File: config.mk
export PLATFORM = sky130hd
export DESIGN_NAME = bcd_fib_inv
export DESIGN_NICKNAME = d
export VERILOG_FILES = /design/src/rtl/bcd_fib_inv.sv
export SDC_FILE = /design/constraint.sdc
export NUM_CORES = 1
export LEC_CHECK = 0
export BUFFER_PORTS_ARGS = -buffer_cell sky130_fd_sc_hd__buf_2
export CORE_MARGIN = 10
export CORE_UTILIZATION = 50
export DETAILED_ROUTE_END_ITERATION = 16
export PLACE_DENSITY = 0.74
export RECOVER_POWER = 100
export REMOVE_ABC_BUFFERS = 1
export SYNTH_ARGS = -nofsm -noshare
export SYNTH_HDL_FRONTEND = slang
export SYNTH_SLANG_ARGS = --single-unit
File: constraint.sdc
create_clock -name clk -period 3.7 [get_ports clk]
set_input_delay 0 -clock clk [delete_from_list [all_inputs] [get_ports clk]]
set_output_delay 0 -clock clk [all_outputs]
set_load 0.01 [all_outputs]
File: src/rtl/bcd_fib_inv.sv
// Inverse Fibonacci with BCD I/O: finds the smallest n such that fib(n) >= v for v = 0..9999.
// Flow: BCD-to-binary accumulation (4 cycles), iterative Fibonacci search, index-to-BCD.
module bcd_fib_inv (
  input  logic       clk,
  input  logic       reset,
  input  logic       start,
  input  logic [3:0] bcd3,
  input  logic [3:0] bcd2,
  input  logic [3:0] bcd1,
  input  logic [3:0] bcd0,
  output logic       ready,
  output logic       done_tick,
  output logic [3:0] out_bcd1,
  output logic [3:0] out_bcd0
);

  // Handshake: start is sampled only while ready=1 (idle); a request seen then
  // is latched with its digits. done_tick pulses for one cycle when out_bcd1/0
  // take the new result. start while ready=0 is dropped, never queued.
  typedef enum logic [1:0] {S_IDLE, S_CONV, S_SEARCH, S_DONE} state_t;

  state_t      state_q, state_d;
  logic [15:0] dig_q, dig_d;
  logic [13:0] bin_q, bin_d;
  logic [1:0]  k_q, k_d;
  logic [14:0] t0_q, t0_d, t1_q, t1_d;
  logic [4:0]  n_q, n_d;
  logic [3:0]  o1_d, o0_d;

  logic [3:0]  cur_dig;
  logic [13:0] bin_x10;
  logic [1:0]  tens;
  logic [4:0]  units;
  logic        bad_digit;

  always_comb begin
    cur_dig = dig_q[15:12];
    case (k_q)
      2'd0: cur_dig = dig_q[15:12];
      2'd1: cur_dig = dig_q[11:8];
      2'd2: cur_dig = dig_q[7:4];
      2'd3: cur_dig = dig_q[3:0];
      default: cur_dig = dig_q[15:12];
    endcase
  end

  assign bin_x10   = {bin_q[10:0], 3'b000} + {bin_q[12:0], 1'b0};
  assign bad_digit = (bcd3 > 4'd9) || (bcd2 > 4'd9) || (bcd1 > 4'd9) || (bcd0 > 4'd9);

  // n never exceeds 21, so the tens digit is at most 2.
  always_comb begin
    tens = 2'd0;
    if (n_q >= 5'd20)      tens = 2'd2;
    else if (n_q >= 5'd10) tens = 2'd1;
    units = n_q - ((tens == 2'd2) ? 5'd20 : (tens == 2'd1) ? 5'd10 : 5'd0);
  end

  always_comb begin
    state_d   = state_q;
    dig_d     = dig_q;
    bin_d     = bin_q;
    k_d       = k_q;
    t0_d      = t0_q;
    t1_d      = t1_q;
    n_d       = n_q;
    o1_d      = out_bcd1;
    o0_d      = out_bcd0;
    ready     = 1'b0;
    done_tick = 1'b0;
    case (state_q)
      S_IDLE: begin
        ready = 1'b1;
        if (start) begin
          dig_d = {bcd3, bcd2, bcd1, bcd0};
          if (bad_digit) begin
            o1_d    = 4'd9;
            o0_d    = 4'd9;
            state_d = S_DONE;
          end else begin
            bin_d   = 14'd0;
            k_d     = 2'd0;
            state_d = S_CONV;
          end
        end
      end
      S_CONV: begin
        bin_d = bin_x10 + {10'd0, cur_dig};
        k_d   = k_q + 2'd1;
        if (k_q == 2'd3) begin
          t0_d    = 15'd0;
          t1_d    = 15'd1;
          n_d     = 5'd0;
          state_d = S_SEARCH;
        end
      end
      S_SEARCH: begin
        if (t0_q >= {1'b0, bin_q}) begin
          o1_d    = {2'b00, tens};
          o0_d    = units[3:0];
          state_d = S_DONE;
        end else begin
          t0_d = t1_q;
          t1_d = t0_q + t1_q;
          n_d  = n_q + 5'd1;
        end
      end
      S_DONE: begin
        done_tick = 1'b1;
        state_d   = S_IDLE;
      end
      default: state_d = S_IDLE;
    endcase
  end

  always_ff @(posedge clk or posedge reset) begin
    if (reset) begin
      state_q  <= S_IDLE;
      dig_q    <= '0;
      bin_q    <= '0;
      k_q      <= '0;
      t0_q     <= '0;
      t1_q     <= '0;
      n_q      <= '0;
      out_bcd1 <= '0;
      out_bcd0 <= '0;
    end else begin
      state_q  <= state_d;
      dig_q    <= dig_d;
      bin_q    <= bin_d;
      k_q      <= k_d;
      t0_q     <= t0_d;
      t1_q     <= t1_d;
      n_q      <= n_d;
      out_bcd1 <= o1_d;
      out_bcd0 <= o0_d;
    end
  end

endmodule

=== Yosys cells after proc, flatten, opt, wreduce, memory -nomap -nowiden ===
Cells that the tools add are included.

* Bits in writable memories: 0
* Memories: 0
* Latch bits: 0
* Output and inout port bits: 10
* Register bits: 77
* Logic and storage cells: 82
* Bits in read-only memories: 0

* $mul: 0
* Add/subtract/negate cells: 6
* Reduce and logical (&&, ||, !) cells: 13
* Divide/modulo/power cells: 0
* Magnitude comparators: 7
* Mux-type cells: 33
* Bitwise logic cells: 0
* Shift operators: 0
* Equality and inequality tests: 14

{| class="wikitable"
|+ Operators by type and width
! kind !! count
|-
| $mux 15 || 4
|-
| $pmux 15 s2 || 2
|-
| $mux 14 || 2
|-
| $pmux 14 s2 || 1
|-
| $mux 4 || 6
|-
| $gt 4x4->1 const B || 4
|-
| $pmux 4 s2 || 2
|-
| $pmux 4 s4 || 1
|-
| $add 15x15->15 || 1
|-
| $ge 15x14->1 || 1
|-
| $add 14x14->14 || 1
|-
| $add 14x4->14 || 1
|-
| $mux 2 || 7
|-
| $ne 2x2->1 const B || 6
|-
| $eq 2x2->1 const B || 5
|-
| $mux 5 || 2
|-
| $pmux 5 s2 || 1
|-
| $reduce_and 3->1 || 3
|-
| $pmux 2 s4 || 1
|-
| $eq 2x1->1 const B || 3
|-
| $reduce_bool 2->1 || 3
|-
| $add 5x1->5 const B || 1
|-
| $ge 5x4->1 const B || 1
|-
| $ge 5x5->1 const B || 1
|-
| other kinds (8) || 13
|}

=== Logic depth before layout (Yosys ltp) ===
Gate-level depths: netlist of run 1.

* Word-level depth: 9
* Gate-level depth with buffers: 14

=== Worst setup path before layout of run 1 ===
Ideal clock, no wire load.

* Kind: register to register
* From: register k_q[0]
* To: register bin_q[11]
* Library setup time: 131 ps
* Setup slack: 622 ps
* Period minus slack after synthesis: 3078 ps
* Required time: 3569 ps
* Stages on the path, launching flop included: 14
* Data arrival time: 2947 ps
* Path through: dfrtp_1 > ha_1 > a222oi_1 > nand2_1 > o21ai_0 > fa_1 > inv_1 > ha_1 > a211oi_1 > nor2_1 > o31a_1 > a31oi_1 > xor2_1 > o31ai_1

* Cells in the longest elaborated chain, start to end: 4

{| class="wikitable"
|+ RTL lines
! item !! line !! source
|-
| start, declared || 25 || <nowiki>logic [1:0] k_q, k_d;</nowiki>
|-
| start signal, assigned || 130 || <nowiki>k_q <= k_d;</nowiki>
|-
| $eq 2x2->1, or another cell as far along || 38 || <nowiki>case (k_q)</nowiki>
|-
| $pmux 4 s4 * || 38 ||
|-
| $add 14x4->14 * || 87 || <nowiki>bin_d = bin_x10 + {10'd0, cur_dig};</nowiki>
|-
| $pmux 14 s2 * || 70 || <nowiki>case (state_q)</nowiki>
|-
| end signal, assigned || 129 || <nowiki>bin_q <= bin_d;</nowiki>
|-
| end, declared || 24 || <nowiki>logic [13:0] bin_q, bin_d;</nowiki>
|}

Mark *: on every way between the ends. The rest lies on a longest branch, timed or not.
A chain may end at the register's enable or synchronous reset.

=== Final worst setup path of run 1 ===
Ends and elaborated chain as after synthesis.

==> results.py, run 1 <==
metrics = {
    "status": {
        "status": "finished with violations",
        "violations": "max-capacitance violations, max-slew violations",
    },
    "power_and_ir_drop": {
        "sw_frac_of_total": 0.441,
        "internal-power_w": 0.00196,
        "power.leakage_nw": 2.61,
        "netSwitchingPower_w": 0.00155,
        "p_seq_frac": 0.343,
        "ir_drop_mv": 0.479,
        "combPwrFrac": 0.492,
        "p_per_area_nw_per_um2": 617,
        "power_frac_clock": 0.165,
    },
    "global_route": {
        "grt_pass1_vias": 4161,
        "grt_pass1_wl_mm": 19.5,
        "grt_max_degree": 44,
        "antenna_found_initial": 0,
        "grt_use_total": 0.159,
        "grt_overflow": 0,
    },
    "setup_path": {
        "crit_required_ns": 3.92,
        "crit_path_max_incr_delay_ns": 0.44,
        "start_kind": "flip-flop",
        "arrival_ns": 3.57,
        "path_max_fanout": 7,
        "crit_family": "compound AO/OA/AOI/OAI gates",
        "cp_cell_sequence": "ha_1 > a222oi_1 > nand2_1 > o21ai_0 > fa_1 > inv_1 > ha_1 > a211oi_1 > nor2_1 > o31a_1 > a31oi_1 > xor2_1 > o31ai_1",
        "worstSetupStartpoint": "k_q[0]",
        "endpoint_kind": "flip-flop",
        "critical_path_class": "reg -> reg",
        "slowest_stage": "fa_1",
        "critPathMostFrequentCell": "ha_1",
        "ff2ff_path_depth": 13,
        "worst-path-stages": 13,
        "r2r-start": "k_q[0]",
        "path_buf_inv": 1,
    },
    "synthesis": {
        "synth_edf_count": 0,
        "netlist_instances": 546,
        "postSynthAreaPerCell_um2": 9.31,
        "mappedNetlistArea_um2": 5080,
        "synth_ff_type": "dfrtp_1",
        "ys_seq_elements": 76,
        "seq_area_frac_synth": 0.374,
        "yosys-top-cells-area": "dfrtp_1, ha_1, nand2_1, o21ai_0, mux2_2",
        "async_reset_ff_frac": 1.00,
        "synthDistinctLibCells": 53,
        "synth.top_cell.area_share": 0.374,
        "synth_top_cell_by_area": "dfrtp_1",
        "synth_warnings": 0,
    },
    "floorplan": {
        "die_x_um": 121,
        "rows": 36,
        "initial_core_util": 0.518,
        "core-area_um2": 9820,
        "dieArea_um2": 14600,
        "chipHeight_um": 121,
        "ios": 29,
    },
    "job": {
        "cap_violations": 1,
    },
    "timing": {
        "fin_setup_tns_ns": 0,
        "setup_viol": 0,
        "timing.final.crit_share": 0.908,
        "worstMarginPinSlew_ns": 1.62,
        "drv_slew": 44,
        "max_freq_mhz": 298,
        "rsz0062_at_grt": "no",
        "relSlewSlack": -0.0804,
        "layout_min_cycle_time_ns": 3.36,
        "hold_viol_final": 0,
        "clock_skew_ns": 0.00762,
    },
    "layout": {
        "final_core_util": 0.578,
        "insertedDiodeCount": 0,
        "final_common_cell": "nand2_1",
        "layout_common_cells": "nand2_1, dfrtp_1, o21ai_0",
        "nNetsFinal": 676,
        "syn_to_final_growth_pct": 11.7,
        "drive_above_1_share": 0.121,
    },
    "clock_network": {
        "htree_levels": 3,
        "numCtsBuffers": 9,
        "clockRootBuffer": "clkbuf_8",
        "cts_buffer_depth": 2,
        "cts_tree": "yes",
        "clk_latency_ns": 0.36,
        "clock_sinks": 76,
        "ctsResizeCount": 0,
        "clk_pin_slew_ns": 0.08,
    },
    "detailed_routing": {
        "drtAntennaViolNets": 0,
        "num_vias": 4028,
        "finalWirelength_mm": 11.0,
        "dr.pass1.iters": 5,
        "drc_errors": 0,
        "wl_per_cell_um": 15.1,
        "drt_iter0_drc": 252,
        "viasPerCell": 5.53,
    },
    "min_path": {
        "min_from": "start",
        "hold_class": "in -> reg",
        "holdPathStages": 4,
    },
    "placement": {
        "gp_congestion": 0.887,
        "place_hpwl_mm": 8.08,
        "port_buffers": 27,
    },
}
## flip-flops by register name, indices dropped and copies added, names as in the netlist
signal,count
bin_q,14
k_q,2
t1_q,15
dig_q,16
n_q,5
state_q,2
t0_q,15
out_bcd1,3
out_bcd0,4
## synthesized netlist by cell type (all sizes together), types with 9 or more instances
| master | instances |
|---|---|
| clkbuf | 13 |
| a21oi | 29 |
| o21ai | 62 |
| o31ai | 13 |
| nor2 | 29 |
| nand2 | 92 |
| dfrtp | 76 |
| ha | 61 |
| mux2 | 22 |
| xnor2 | 12 |
| nand3 | 10 |
| a211oi | 9 |
| inv | 34 |
## timing repair
action,CTS,global route
endpoints found under the hold margin,58,0
setup buffers,0,0
hold buffers,17,0
## path summary, 6_finish.rpt
path / slack, ns / to
max in group asynchronous: 1.40 / t0_q[14]
worst min-delay path: 0.1 / state_q[0]
worst min register to register: 0.51 / out_bcd0[1]
min in group asynchronous: 0.69 / out_bcd0[3]
worst max-delay path: 0.34 / bin_q[11]
worst max register to register: 0.34 / bin_q[11]
## cells by family (layout without fill, tap and decap cells)
kind of cell | Yosys count | count (layout) | synth area share
XOR/XNOR | 20 | 20 | 0.0345
multiplexers | 24 | 24 | 0.0527
AO/OA/AOI/OAI | 158 | 158 | 0.206
adder cells (fa/ha/maj) | 65 | 65 | 0.166
other | 1 | 1 | 0.000738
flip-flops | 76 | 76 | 0.374
AND/OR/NAND/NOR | 152 | 152 | 0.127
buffers and inverters | 50 | 100 | 0.0394
## power groups by stage
| stage | Clock (W) | Combinational (W) | Sequential, W |
|---|---|---|---|
| after floorplan | 0 | 0.00128 | 0.00117 |
| after global placement | 0 | 0.00169 | 0.00121 |
| after detailed placement | 0 | 0.00176 | 0.00122 |
| after CTS | 0.000597 | 0.00179 | 0.00120 |
| after global routing | 0.000628 | 0.00197 | 0.00123 |
| final | 0.000579 | 0.00172 | 0.00120 |
## layer usage
metal,global-route usage,share of wire,vias to the layer above
met5,0,0,-
met4,0.0566,0.016,0
met3,0.0414,0.041,17
met2,0.266,0.49,71
met1,0.194,0.46,1898
li1,-,-,2042
## per-stage QoR
stage | cells | total power, W | setup slack, ns | area [um^2] | hold slack (ns)
after global placement | 697 | 0.00290 | 0.450 | 5380 | 0.234
final | 729 | 0.00350 | 0.342 | 5680 | 0.0985
after detailed placement | 697 | 0.00298 | 0.362 | 5380 | 0.236
after global routing | 729 | 0.00382 | 0.0652 | 5680 | 0.130
after CTS | 729 | 0.00359 | 0.332 | 5720 | 0.0799
after floorplan | 530 | 0.00245 | -0.177 | 5010 | 0.151
## worst register-to-register path: cells and delay by family (launching register included)
family | cells | cell delay [ns]
compound gates | 6 | 1.35
fa+ha+maj | 3 | 0.98
flops | 1 | 0.41
simple gates | 2 | 0.20
xor+xnor | 1 | 0.17
buf+inv | 1 | 0.11
## final cells by class
| type | count | area (um^2) |
|---|---|---|
| fill | 905 | 4140 |
| multi-input combinational | 420 | 2970 |
| sequential | 76 | 1900 |
| timing repair buffer | 51 | 340 |
| tap | 133 | 166 |
| clock buffer | 10 | 138 |
| inverter | 34 | 128 |
| clock inverter | 5 | 37.5 |
No activity file was read; power rests on OpenSTA's default activity.
==> run 2: changes to the inputs <==
--- a/config.mk
+++ b/config.mk
@@ -6,7 +6,7 @@
 export NUM_CORES = 1
 export LEC_CHECK = 0
 export BUFFER_PORTS_ARGS = -buffer_cell sky130_fd_sc_hd__buf_2
-export CORE_MARGIN = 10
+export CORE_MARGIN = 3
 export CORE_UTILIZATION = 50
 export DETAILED_ROUTE_END_ITERATION = 16
 export PLACE_DENSITY = 0.74
==> constraint.sdc (replaced) <==
create_clock -name clk -period 4.1 [get_ports clk]
set_input_delay 0 -clock clk [delete_from_list [all_inputs] [get_ports clk]]
set_output_delay 0 -clock clk [all_outputs]
set_load 0.01 [all_outputs]
==> run 2 against run 1 <==
The flow still finishes with violations (max-capacitance violations, max-slew violations). Critical path type unchanged. Worst setup slack better by 0.29 ns. Fmax fell by 3.2%. Combinational power shrank 9.9%. Highest routed layer unchanged. Critical endpoint unchanged.
==> results.py, run 2 (synthesis gave the netlist of run 1 again) <==
metrics = {
    "power_and_ir_drop": {
        "power.leakage_nw": 2.60,
        "ir_drop_mv": 0.375,
        "p_per_area_nw_per_um2": 564,
    },
    "setup_path": {
        "crit_path_max_incr_delay_ns": 0.45,
        "path_buf_inv": 1,
        "crit_family": "compound AO/OA/AOI/OAI gates",
        "endpoint_kind": "flip-flop",
        "arrival_ns": 3.65,
        "critical_path_class": "reg -> reg",
        "critPathMostFrequentCell": "ha_1",
        "cp_cell_sequence": "ha_1 > a222oi_1 > nand2_1 > o21ai_0 > fa_1 > inv_1 > ha_1 > a211oi_1 > nor2_1 > o31a_1 > a31oi_1 > xor2_1 > o31ai_1",
        "path_max_fanout": 7,
        "crit_required_ns": 4.28,
        "slowest_stage": "fa_1",
        "start_kind": "flip-flop",
    },
    "layout": {
        "syn_to_final_growth_pct": 11.2,
        "layout_common_cells": "nand2_1, dfrtp_1, o21ai_0",
        "final_common_cell": "nand2_1",
        "reg_top3": "dig_q: 16 flops, t0_q: 15 flops, t1_q: 15 flops",
        "insertedDiodeCount": 0,
        "final_core_util": 0.576,
        "top_register": "dig_q",
        "drive_above_1_share": 0.113,
        "nNetsFinal": 674,
        "instances_no_fill": 728,
        "largest_reg_flops": 16,
    },
    "detailed_routing": {
        "drtAntennaViolNets": 0,
        "finalWirelength_mm": 11.1,
        "drc_errors": 0,
        "viasPerCell": 5.70,
        "wl_per_cell_um": 15.3,
        "num_vias": 4151,
        "drt_iter0_drc": 261,
        "dr.pass1.iters": 6,
    },
    "floorplan": {
        "rows": 36,
        "core-area_um2": 9820,
        "chipHeight_um": 107,
        "initial_core_util": 0.518,
        "die_x_um": 107,
        "dieArea_um2": 11400,
        "ios": 29,
    },
    "global_route": {
        "use_met1": 0.269,
        "grt_pass1_vias": 4044,
        "globalRouteMet3Util": 0.0397,
        "grt_max_degree": 42,
        "grt_most_used_layer": "met2",
        "antenna_found_initial": 0,
        "grt_use_total": 0.206,
        "use_met2": 0.351,
        "grt_pass1_wl_mm": 18.9,
        "grt_overflow": 0,
    },
    "timing": {
        "drv_slew": 30,
        "clock_skew_ns": 0.0122,
        "worstMarginPinSlew_ns": 1.57,
        "relSlewSlack": -0.0512,
        "rsz0062_at_grt": "no",
        "setup_viol": 0,
        "max_freq_mhz": 288,
        "hold_viol_final": 0,
        "timing.final.crit_share": 0.846,
        "layout_min_cycle_time_ns": 3.47,
        "hold_slack_ns": 0.160,
        "fin_setup_tns_ns": 0,
    },
    "job": {
        "cap_violations": 1,
    },
    "placement": {
        "post-place-cells": 695,
        "gp_congestion": 0.872,
        "port_buffers": 27,
        "place_hpwl_mm": 7.94,
    },
    "clock_network": {
        "clk_pin_slew_ns": 0.09,
        "clock_sinks": 76,
        "clk_latency_ns": 0.36,
        "cts_tree": "yes",
        "numCtsBuffers": 9,
        "cts_buffer_depth": 2,
        "htree_levels": 3,
        "cts_setup_buffers": 0,
        "clockRootBuffer": "clkbuf_8",
    },
    "min_path": {
        "hold_class": "in -> reg",
    },
    "status": {
        "violations": "max-capacitance violations, max-slew violations",
        "status": "finished with violations",
    },
}
==> run 2: path summary, 6_finish.rpt <==
check	start	to	slack (ns)	depth (start not counted)
setup / recovery	k_q[0]	bin_q[11]	0.63	13
hold / removal	start	state_q[0]	0.16	4
setup reg to reg	k_q[0]	bin_q[11]	0.63	13
hold reg to reg	bin_q[13]	bin_q[13]	0.50	2
max in group asynchronous	reset	bin_q[10]	1.85	4
min in group asynchronous	reset	out_bcd0[1]	0.55	3
==> run 2: metrics by stage <==
stage,power (W),cell area (um^2),setup slack [ns]
finish,0.00319,5650,0.630
detailed placement,0.00269,5360,0.707
CTS,0.00326,5710,0.663
global route,0.00347,5650,0.365
global placement,0.00261,5360,0.837
floorplan,0.00221,5010,0.223
==> run 2: worst register-to-register path, cell delays in order (launching register included) <==
cell      delay [ns]
dfrtp_1         0.43
ha_1            0.30
a222oi_1        0.40
nand2_1         0.10
o21ai_0         0.12
fa_1            0.45
inv_1           0.11
ha_1            0.26
a211oi_1        0.24
nor2_1          0.10
o31a_1          0.33
a31oi_1         0.21
xor2_1          0.16
o31ai_1         0.07
==> run 2: area by class of cell <==
type | count | area [um^2]
Inverter | 34 | 128
Timing Repair Buffer | 49 | 325
Clock inverter | 7 | 57.6
Clock buffer | 9 | 124
Fill cell | 904 | 4170
Sequential cell | 76 | 1900
Tap cell | 133 | 166
Multi-Input combinational cell | 420 | 2950
==> run 2: repair_timing <==
action                    in CTS  in global routing
gates resized for setup        0                  0
hold endpoints to repair      51                  0
hold buffers                  17                  0
==> run 2: layer usage <==
metal | wire length (um) | share of wire
met5 | 0 | 0
met1 | 4920 | 0.44
met2 | 5540 | 0.50
met4 | 146 | 0.013
met3 | 509 | 0.046
==> run 2: power breakdown <==
group / internal [W] / switching [W]
Sequential: 0.000935 / 0.000151
Combinational: 0.000586 / 0.000964
Clock: 0.000229 / 0.000323
Total: 0.00175 / 0.00144
==> run 3: changes to the inputs <==
==> constraint.sdc (replaced) <==
create_clock -name clk -period 3.4 [get_ports clk]
set_input_delay 0 -clock clk [delete_from_list [all_inputs] [get_ports clk]]
set_output_delay 0 -clock clk [all_outputs]
set_load 0.01 [all_outputs]
==> run 3 against run 2 <==
The flow now finishes without violations. Sequential power rose by 20%. Combinational power is 25% higher. Clock skew shrank 0.0035 ns. Cell area increased by 1.0%. Hold slack lost 0.039 ns. Clock power increased by 16%. Global-route usage decreased by 0.18 points. Routed wire length is 2.3% lower. Sequential cell count did not move. Utilization grew 0.59 points. Largest cell class unchanged.
==> results.py, run 3 (synthesis gave the netlist of run 1 again) <==
metrics = {
    "clock_network": {
        "htree_levels": 3,
        "cts_buffer_depth": 2,
        "clk_pin_slew_ns": 0.09,
        "clock_sinks": 76,
        "numCtsBuffers": 9,
        "clockRootBuffer": "clkbuf_8",
        "cts_tree": "yes",
        "clk_latency_ns": 0.36,
    },
    "power_and_ir_drop": {
        "p_per_area_nw_per_um2": 682,
        "power.leakage_nw": 2.61,
        "ir_drop_mv": 0.476,
    },
    "detailed_routing": {
        "finalWirelength_mm": 10.9,
        "dr.pass1.iters": 5,
        "drtAntennaViolNets": 0,
        "num_vias": 4102,
        "drc_errors": 0,
        "viasPerCell": 5.60,
        "wl_per_cell_um": 14.8,
        "drt_iter0_drc": 200,
    },
    "global_route": {
        "grt_pass1_wl_mm": 19.0,
        "grt_overflow": 0,
        "grt_use_total": 0.204,
        "antenna_found_initial": 0,
        "grt_max_degree": 62,
        "grt_pass1_vias": 4216,
    },
    "setup_path": {
        "worstSetupStartpoint": "k_q[0]",
        "timing.rr.end": "bin_q[11]",
        "path_max_fanout": 7,
        "crit_required_ns": 3.66,
        "crit_path_max_incr_delay_ns": 0.43,
        "crit_family": "compound AO/OA/AOI/OAI gates",
        "cp_cell_sequence": "ha_2 > a222oi_1 > nand2_1 > o21ai_2 > fa_1 > inv_2 > ha_1 > a211oi_2 > nor2_1 > o31a_1 > a31oi_1 > xor2_1 > o31ai_1",
        "endpoint": "bin_q[11]",
        "endpoint_kind": "flip-flop",
        "ff2ff_path_depth": 13,
        "critical_path_class": "reg -> reg",
        "arrival_ns": 3.50,
        "r2r_setup_slack_ns": 0.15,
        "worst-path-stages": 13,
        "slowest_stage": "dfrtp_1",
        "start_kind": "flip-flop",
        "path_buf_inv": 1,
        "r2r-start": "k_q[0]",
    },
    "status": {
        "status": "finished clean",
    },
    "timing": {
        "hold_viol_final": 0,
        "setup_viol": 0,
        "layout_min_cycle_time_ns": 3.25,
        "clock_skew_ns": 0.00873,
        "drv_slew": 0,
        "hold_slack_ns": 0.121,
        "finalWorstSetupSlack_ns": 0.152,
        "worstMarginPinSlew_ns": 1.36,
        "rsz0062_at_grt": "yes",
        "max_freq_mhz": 308,
        "timing.final.crit_share": 0.955,
        "relSlewSlack": 0.0955,
    },
    "floorplan": {
        "rows": 36,
        "ios": 29,
        "die_x_um": 107,
        "initial_core_util": 0.518,
        "dieArea_um2": 11400,
        "core-area_um2": 9820,
        "chipHeight_um": 107,
    },
    "placement": {
        "place_hpwl_mm": 7.78,
        "gp_congestion": 0.881,
        "post-place-cells": 698,
        "port_buffers": 27,
        "pre_cts_ws_ns": 0.00645,
        "placed_area_um2": 5390,
    },
    "job": {
        "cap_violations": 0,
    },
    "layout": {
        "largest_reg_flops": 16,
        "reg_top3": "dig_q: 16 flops, t0_q: 15 flops, t1_q: 15 flops",
        "nNetsFinal": 678,
        "syn_to_final_growth_pct": 12.4,
        "final_common_cell": "nand2_1",
        "instances_no_fill": 732,
        "insertedDiodeCount": 0,
        "top_register": "dig_q",
        "drive_above_1_share": 0.132,
        "fin_area_um2": 5710,
        "layout_common_cells": "nand2_1, dfrtp_1, o21ai_0",
    },
    "min_path": {
        "hold_class": "in -> reg",
    },
}
run 3: changes by cell type in the layout (fill, tap and decap cells not counted), sizes merged:
cell	previous run	this run
buf	21	24
clkbuf	20	22
clkinv	1	2
clkinvlp	2	3
inv	38	35
run 3: final cells by class:
class                      count  area (um^2)
multi-input combinational    420         2990
tap                          133          166
clock inverter                 6         48.8
timing repair buffer          53          353
inverter                      34          128
clock buffer                  10          128
fill                         908         4110
sequential                    76         1900
run 3: report_power, final:
| part | internal [W] | leakage, nW | switching (W) | total (W) |
|---|---|---|---|---|
| sequential | 0.00113 | 1.00 | 0.000184 | 0.00131 |
| clock | 0.000270 | 0.0791 | 0.000372 | 0.000642 |
| combinational | 0.000747 | 1.53 | 0.00119 | 0.00194 |
run 3: through the flow:
stage | power (W) | setup TNS (ns) | util
finish | 0.00389 | 0 | 0.582
CTS | 0.00391 | 0 | 0.584
global route | 0.00423 | -0.0917 | 0.582
global placement | 0.00316 | 0 | 0.548
floorplan | 0.00266 | -14.02 | -
detailed placement | 0.00325 | 0 | 0.548
run 3: worst register-to-register path, stage by stage, from the launching register on:
cell	delay (ns)
dfrtp_1	0.43
ha_2	0.25
a222oi_1	0.34
nand2_1	0.12
o21ai_2	0.09
fa_1	0.42
inv_2	0.09
ha_1	0.26
a211oi_2	0.24
nor2_1	0.10
o31a_1	0.30
a31oi_1	0.17
xor2_1	0.09
o31ai_1	0.25
run 3: worst min path at each step:
stage                  from          end  slack (ns)  cells after the start
finish                start   state_q[1]        0.12                      4
global route          start   state_q[0]        0.14                      4
CTS                   start   state_q[0]        0.10                      4
detailed placement    reset  out_bcd1[1]        0.04                      2
global placement      reset  out_bcd1[1]        0.04                      2
floorplan           bcd0[0]     dig_q[0]        0.15                      1
run 3: repair_timing:
item / CTS / global route
endpoints found under the setup margin: 1 / 4
setup buffers: 0 / 1
endpoints found under the hold margin: 39 / 0
hold buffers: 17 / 0
gates cloned: 0 / 0
pin swaps: 0 / 5
resized for setup: 1 / 7
run 3: layer usage:
| metal | global-route usage | vias to the layer above | wire, um |
|---|---|---|---|
| li1 | - | 2031 | - |
| met1 | 0.252 | 1966 | 4970 |
| met2 | 0.356 | 85 | 5300 |
| met3 | 0.0409 | 20 | 384 |
| met4 | 0.0694 | 0 | 196 |
| met5 | 0 | - | 0 |
